==> config.mk <==
export PLATFORM = sky130hd
export DESIGN_NAME = hazard_ctrl_flat
export DESIGN_NICKNAME = d
export VERILOG_FILES = /design/src/rtl/hazard_ctrl_pkg.sv /design/src/rtl/hazard_ctrl_if.sv /design/src/rtl/hazard_ctrl.sv /design/src/flat_wrapper.sv
export SDC_FILE = /design/constraint.sdc
export NUM_CORES = 1
export LEC_CHECK = 0
export ABC_AREA = 0
export BUFFER_PORTS_ARGS = -buffer_cell sky130_fd_sc_hd__buf_2
export CORE_MARGIN = 3
export CORE_UTILIZATION = 50
export CTS_BUF_LIST = sky130_fd_sc_hd__clkbuf_4 sky130_fd_sc_hd__clkbuf_8
export DETAILED_ROUTE_END_ITERATION = 16
export PLACE_DENSITY = 0.82
export SYNTH_ARGS = -nofsm -noshare
export SYNTH_HDL_FRONTEND = slang
export SYNTH_SLANG_ARGS = --single-unit
export TNS_END_PERCENT = 50
==> constraint.sdc <==
create_clock -name clk -period 2.57 [get_ports clk]
set_input_delay 0.1285 -clock clk [delete_from_list [all_inputs] [get_ports clk]]
set_output_delay 0.1285 -clock clk [all_outputs]
set_load 0.02 [all_outputs]
==> src/rtl/hazard_ctrl_pkg.sv <==
// Shared decode/hazard definitions: register-file size, long-op limits, long-op class.
package hazard_ctrl_pkg;

    localparam int GPR_N       = 32;
    localparam int MAX_OUT_DEF = 2;
    localparam int CNT_W_DEF   = 2;

    typedef logic [4:0] reg_idx_t;

    localparam logic [6:0] OPC_LOAD = 7'b0000011;
    localparam logic [6:0] OPC_OP   = 7'b0110011;
    localparam logic [6:0] F7_MULDIV = 7'b0000001;

    // Long-latency class: every load, plus div/divu/rem/remu (M-extension funct3 1xx).
    function automatic logic is_long_op(input logic [6:0] opcode,
                                        input logic [2:0] funct3,
                                        input logic [6:0] funct7);
        return (opcode == OPC_LOAD) ||
               ((opcode == OPC_OP) && (funct7 == F7_MULDIV) && funct3[2]);
    endfunction

endpackage

==> src/rtl/hazard_ctrl_if.sv <==
// Decode / writeback / hazard-status bundle between the pipeline and hazard_ctrl.
interface hazard_ctrl_if
    import hazard_ctrl_pkg::*;
#(
    parameter int CNT_W = CNT_W_DEF
) ();
    logic             dec_valid_i;
    reg_idx_t         dec_rs1_raddr_i;
    reg_idx_t         dec_rs2_raddr_i;
    reg_idx_t         dec_rd_waddr_i;
    logic             dec_rd_we_i;
    logic             dec_long_i;
    logic             flush_i;
    logic             wb_valid_i;
    reg_idx_t         wb_waddr_i;
    logic             stall_o;
    logic [GPR_N-1:0] pending_o;
    logic [CNT_W-1:0] outstanding_o;
    logic             err_o;

    modport master (
        output dec_valid_i, dec_rs1_raddr_i, dec_rs2_raddr_i, dec_rd_waddr_i,
               dec_rd_we_i, dec_long_i, flush_i, wb_valid_i, wb_waddr_i,
        input  stall_o, pending_o, outstanding_o, err_o
    );

    modport slave (
        input  dec_valid_i, dec_rs1_raddr_i, dec_rs2_raddr_i, dec_rd_waddr_i,
               dec_rd_we_i, dec_long_i, flush_i, wb_valid_i, wb_waddr_i,
        output stall_o, pending_o, outstanding_o, err_o
    );
endinterface

==> src/rtl/hazard_ctrl.sv <==
// Long-latency RAW/WAW scoreboard plus outstanding-op limiter; stall is combinational
// from registered state only, so a writeback releases a stall one cycle later.
module hazard_ctrl
    import hazard_ctrl_pkg::*;
#(
    parameter int MAX_OUT = MAX_OUT_DEF,
    parameter int CNT_W   = CNT_W_DEF
) (
    input  logic        clk,
    input  logic        rst_n,
    hazard_ctrl_if.slave hz
);
    logic [GPR_N-1:0] pending_q;
    logic [GPR_N-1:0] pending_d;
    logic [GPR_N-1:0] set_mask;
    logic [GPR_N-1:0] clr_mask;
    logic [CNT_W-1:0] cnt_q;
    logic [CNT_W-1:0] cnt_d;
    logic             err_q;
    logic             raw;
    logic             waw;
    logic             full;
    logic             stall;
    logic             issue_long;
    logic             wb_dec;
    logic             rd_tracked;

    assign raw  = ((hz.dec_rs1_raddr_i != '0) && pending_q[hz.dec_rs1_raddr_i]) ||
                  ((hz.dec_rs2_raddr_i != '0) && pending_q[hz.dec_rs2_raddr_i]);
    assign waw  = hz.dec_rd_we_i && (hz.dec_rd_waddr_i != '0) && pending_q[hz.dec_rd_waddr_i];
    assign full = hz.dec_long_i && (cnt_q == CNT_W'(MAX_OUT));

    // flush_i is the only non-registered term that reaches the stall.
    assign stall      = hz.dec_valid_i && !hz.flush_i && (raw || waw || full);
    assign issue_long = hz.dec_valid_i && !hz.flush_i && !stall && hz.dec_long_i;
    assign rd_tracked = hz.dec_rd_we_i && (hz.dec_rd_waddr_i != '0);
    assign wb_dec     = hz.wb_valid_i && (cnt_q != '0);

    assign set_mask  = (issue_long && rd_tracked) ? (GPR_N'(1) << hz.dec_rd_waddr_i) : '0;
    assign clr_mask  = hz.wb_valid_i ? (GPR_N'(1) << hz.wb_waddr_i) : '0;
    // Set is applied after clear so it wins on a same-index collision; x0 is never tracked.
    assign pending_d = ((pending_q & ~clr_mask) | set_mask) & {{(GPR_N-1){1'b1}}, 1'b0};

    always_comb begin
        cnt_d = cnt_q;
        if (issue_long && !wb_dec) begin
            cnt_d = cnt_q + CNT_W'(1);
        end else if (!issue_long && wb_dec) begin
            cnt_d = cnt_q - CNT_W'(1);
        end
    end

    always_ff @(posedge clk) begin
        if (!rst_n) begin
            pending_q <= '0;
            cnt_q     <= '0;
            err_q     <= 1'b0;
        end else begin
            pending_q <= pending_d;
            cnt_q     <= cnt_d;
            if (hz.wb_valid_i && (cnt_q == '0)) begin
                err_q <= 1'b1;
            end
        end
    end

    assign hz.stall_o       = stall;
    assign hz.pending_o     = pending_q;
    assign hz.outstanding_o = cnt_q;
    assign hz.err_o         = err_q;

endmodule

==> src/flat_wrapper.sv <==
// flat-port wrapper written by rule: the top's interface ports become plain ports
module hazard_ctrl_flat import hazard_ctrl_pkg::*;
#(
    parameter int MAX_OUT = MAX_OUT_DEF,
    parameter int CNT_W   = CNT_W_DEF
)
  (clk, rst_n, hz_dec_valid_i, hz_dec_rs1_raddr_i, hz_dec_rs2_raddr_i, hz_dec_rd_waddr_i, hz_dec_rd_we_i, hz_dec_long_i, hz_flush_i, hz_wb_valid_i, hz_wb_waddr_i, hz_stall_o, hz_pending_o, hz_outstanding_o, hz_err_o);
  hazard_ctrl_if #(.CNT_W(CNT_W)) hz_i ();
  input  logic clk;
  input  logic rst_n;
  input wire logic [$bits(hz_i.dec_valid_i)-1:0] hz_dec_valid_i;
  input wire logic [$bits(hz_i.dec_rs1_raddr_i)-1:0] hz_dec_rs1_raddr_i;
  input wire logic [$bits(hz_i.dec_rs2_raddr_i)-1:0] hz_dec_rs2_raddr_i;
  input wire logic [$bits(hz_i.dec_rd_waddr_i)-1:0] hz_dec_rd_waddr_i;
  input wire logic [$bits(hz_i.dec_rd_we_i)-1:0] hz_dec_rd_we_i;
  input wire logic [$bits(hz_i.dec_long_i)-1:0] hz_dec_long_i;
  input wire logic [$bits(hz_i.flush_i)-1:0] hz_flush_i;
  input wire logic [$bits(hz_i.wb_valid_i)-1:0] hz_wb_valid_i;
  input wire logic [$bits(hz_i.wb_waddr_i)-1:0] hz_wb_waddr_i;
  output wire logic [$bits(hz_i.stall_o)-1:0] hz_stall_o;
  output wire logic [$bits(hz_i.pending_o)-1:0] hz_pending_o;
  output wire logic [$bits(hz_i.outstanding_o)-1:0] hz_outstanding_o;
  output wire logic [$bits(hz_i.err_o)-1:0] hz_err_o;
  assign hz_i.dec_valid_i = hz_dec_valid_i;
  assign hz_i.dec_rs1_raddr_i = hz_dec_rs1_raddr_i;
  assign hz_i.dec_rs2_raddr_i = hz_dec_rs2_raddr_i;
  assign hz_i.dec_rd_waddr_i = hz_dec_rd_waddr_i;
  assign hz_i.dec_rd_we_i = hz_dec_rd_we_i;
  assign hz_i.dec_long_i = hz_dec_long_i;
  assign hz_i.flush_i = hz_flush_i;
  assign hz_i.wb_valid_i = hz_wb_valid_i;
  assign hz_i.wb_waddr_i = hz_wb_waddr_i;
  assign hz_stall_o = hz_i.stall_o;
  assign hz_pending_o = hz_i.pending_o;
  assign hz_outstanding_o = hz_i.outstanding_o;
  assign hz_err_o = hz_i.err_o;
  hazard_ctrl #(.MAX_OUT(MAX_OUT), .CNT_W(CNT_W)) u_core (.clk(clk), .rst_n(rst_n), .hz(hz_i));
endmodule
==> metrics.cfg <==
[timing]
rsz0062_at_grt = yes
fin_crit_ps = 2570
clock_skew_ps = 4.85
tightestPinTransition_ps = 608
hold_ws_ps = 208
setup_viol = 0
post-route-period-util_pct = 99.8
hold_viol = 0
fmaxAchievable_mhz = 390
slew_headroom_pct = 59.4
finalSetupTns_ps = 0
drv_slew = 0

[final_layout]
layout.cells.non_filler = 430
fill_cells = 363
design_area_um2 = 3310
ff_latch_area_um2 = 697
drive_above_1_share_pct = 43.0
diodes = 0
multi_input_comb_area_um2 = 1750
area_growth_pct = 31.6
nets = 392

[clocking]
cts.htree.levels = 2
ctsHoldBuffers = 0
cts_made_buffers = 5
insertion_delay_ps = 290
clockBufferDepth = 2
clockRootBuffer = clkbuf_8
path_clk_slew_ps = 70
tritoncts = built
cts.sinks = 34

[synth]
syn_area_um2 = 2510
synth.area.top_cells = dfxtp_1 (27%), mux4_2 (9.0%), mux2i_1 (8.8%)
synth-seq-area-share_pct = 27.1
ys_seq_elements = 34
syn_nets = 297
synth.most_common_cell = dfxtp_1
synth_cell_types = 48
synthCells = 269
synth_top_area_share_pct = 27.1
synth_common_cells = dfxtp_1 (34), o31ai_1 (29), o211ai_1 (28), mux2i_1 (22), nand2_1 (14)
yosys.area.top_type = dfxtp_1
post_synth.cell_area_avg_um2 = 9.34
synth-edff-count = 0
synth_ff_type = dfxtp_1
yosys_warnings = 0
async_flop_share_pct = 0

[global_routing]
overflow = 0
grt_max_degree = 32
grt_pass1_vias = 2796
grt_pass1_wl_mm = 14.0
grt_usage_pct = 30.0
antenna_found_initial = 0

[detailed_routing]
ant_nets = 0
drc = 0
dr_total_vias = 2893
routed_wl_mm = 9.14
dr.first_iter.drc_count = 316
wl_per_cell_um = 21.2
avgViaCountPerCell = 6.73
firstDrtPassIters = 5

[hold_path]
hp-class = input pin to register
min_from = hz_wb_valid_i

[worst_setup_path]
path_cells = buf_4 -> mux2_2 -> o41ai_1 -> a2111oi_4 -> o22ai_1 -> and4_4 -> ha_4 -> or3_1 -> a21boi_1
r2r-start = u_core.hz.pending_o[8]
critPathKind = register to register
critPathLaunchType = register
cp-startpoint = u_core.hz.pending_o[8]
worstPathRequired_ps = 2790
cp_max_fo = 4
crit_slowest_cell = o41ai_1
crit_path_max_incr_delay_ps = 440
end_kind = register
cp.arrival_ps = 2790

[placement]
gp_congestion = 0.933
dp_cells = 422
hpwl_mm = 6.85
numPortBuffers = 61
placed_area_um2 = 3140

[floorplan]
start_util_pct = 52.5
pin_count = 63
num_rows = 25
die_y_um = 76.9
core_um2 = 4790
die_x_um = 76.9
dieArea_um2 = 5910

[status]
status = complete, no violations

[power]
p_per_area_nw_per_um2 = 396
p_leak_nw = 1.41
peakVddDrop_mv = 0.259

[job]
cap_violations = 0

==> critical path, delay by kind of cell, from the launching register on <==
family	cells	cell delay, ps
adders and majority gates	1	200
DFF	1	340
AOI/OAI and AO/OA	4	930
muxes	1	260
buffers and inverters	1	160
and+or+nand+nor	2	620
==> flip-flops by register name (all words and copies together), names as in the netlist <==
register and count:
u_core.hz.pending_o 31, u_core.hz.outstanding_o 2, u_core.hz.err_o 1
==> metal layers <==
| metal | vias to the layer above | share of wire, % | global-route usage [%] |
|---|---|---|---|
| li1 | 1274 | - | - |
| met2 | 224 | 48 | 47.9 |
| met5 | - | 0 | 0 |
| met1 | 1359 | 38 | 38.7 |
| met3 | 36 | 11 | 5.63 |
| met4 | 0 | 3.0 | 14.7 |
==> what timing repair did <==
item                       in CTS  in global routing
setup endpoints to repair       2                  2
setup buffers                   1                  2
gates resized for setup         6                 10
hold endpoints to repair        0                  0
pin swaps                       1                  4
==> path summary, 6_finish.rpt <==
path | cells past startpoint | end | slack, ps
setup / recovery | 9 | u_core.hz.outstanding_o[1] | 4
hold / removal | 3 | u_core.hz.err_o | 210
setup reg to reg | 9 | u_core.hz.outstanding_o[1] | 4
hold reg to reg | 2 | u_core.hz.err_o | 500
==> layout make-up <==
type,instances,share of cell area (%)
clock buffers,6,2.50
inverters,6,0.681
multi-input cells,208,53.1
flip-flops and latches,34,21.1
well taps,67,2.54
repair buffers,109,20.1
==> kinds of logic after synthesis <==
kind of cell | Yosys count | synth area share (%)
xor gates and xnor gates | 2 | 0.697
AOI/OAI and AO/OA | 92 | 29.1
and+or+nand+nor | 75 | 16.9
muxes | 37 | 20.0
DFF | 34 | 27.1
buffers and inverters | 27 | 5.58
other | 1 | 0.149
adders and majority gates | 1 | 0.498
==> per-stage QoR <==
| step | util, % | setup slack [ps] | total power [mW] |
|---|---|---|---|
| 2_1_floorplan | - | 8.50 | 0.794 |
| 3_3_place_gp | 65.6 | -40.9 | 0.897 |
| 3_5_place_dp | 65.6 | -96.0 | 0.905 |
| 4_1_cts | 68.1 | 0.874 | 1.30 |
| 5_1_grt | 69.1 | -50.6 | 1.37 |
| 6_report | 69.1 | 3.96 | 1.31 |
==> power breakdown <==
group | switching, mW | internal [mW]
combinational | 0.217 | 0.138
clock | 0.184 | 0.206
sequential | 0.0205 | 0.543
==> layout by cell type (no fill, tap or decap), types with 2 or more instances in the layout <==
cell / count
a21oi_1: 4
nand3b_1: 6
buf_2: 61
dfxtp_2: 10
a211oi_1: 2
o41ai_1: 2
nand3_1: 9
mux2i_1: 22
or2_2: 3
nand2b_1: 8
buf_4: 48
clkbuf_8: 6
mux2_2: 5
inv_1: 5
nor2_1: 8
nor2b_1: 9
o31ai_1: 29
o21ai_0: 2
o311ai_0: 5
or3_1: 3
and2_1: 2
o41ai_2: 2
mux4_2: 10
a2111oi_1: 2
dfxtp_1: 23
o211a_1: 3
nand2_1: 14
o211ai_1: 28
a31oi_1: 2
nand4_1: 6
(Power assumes the default switching activity.)
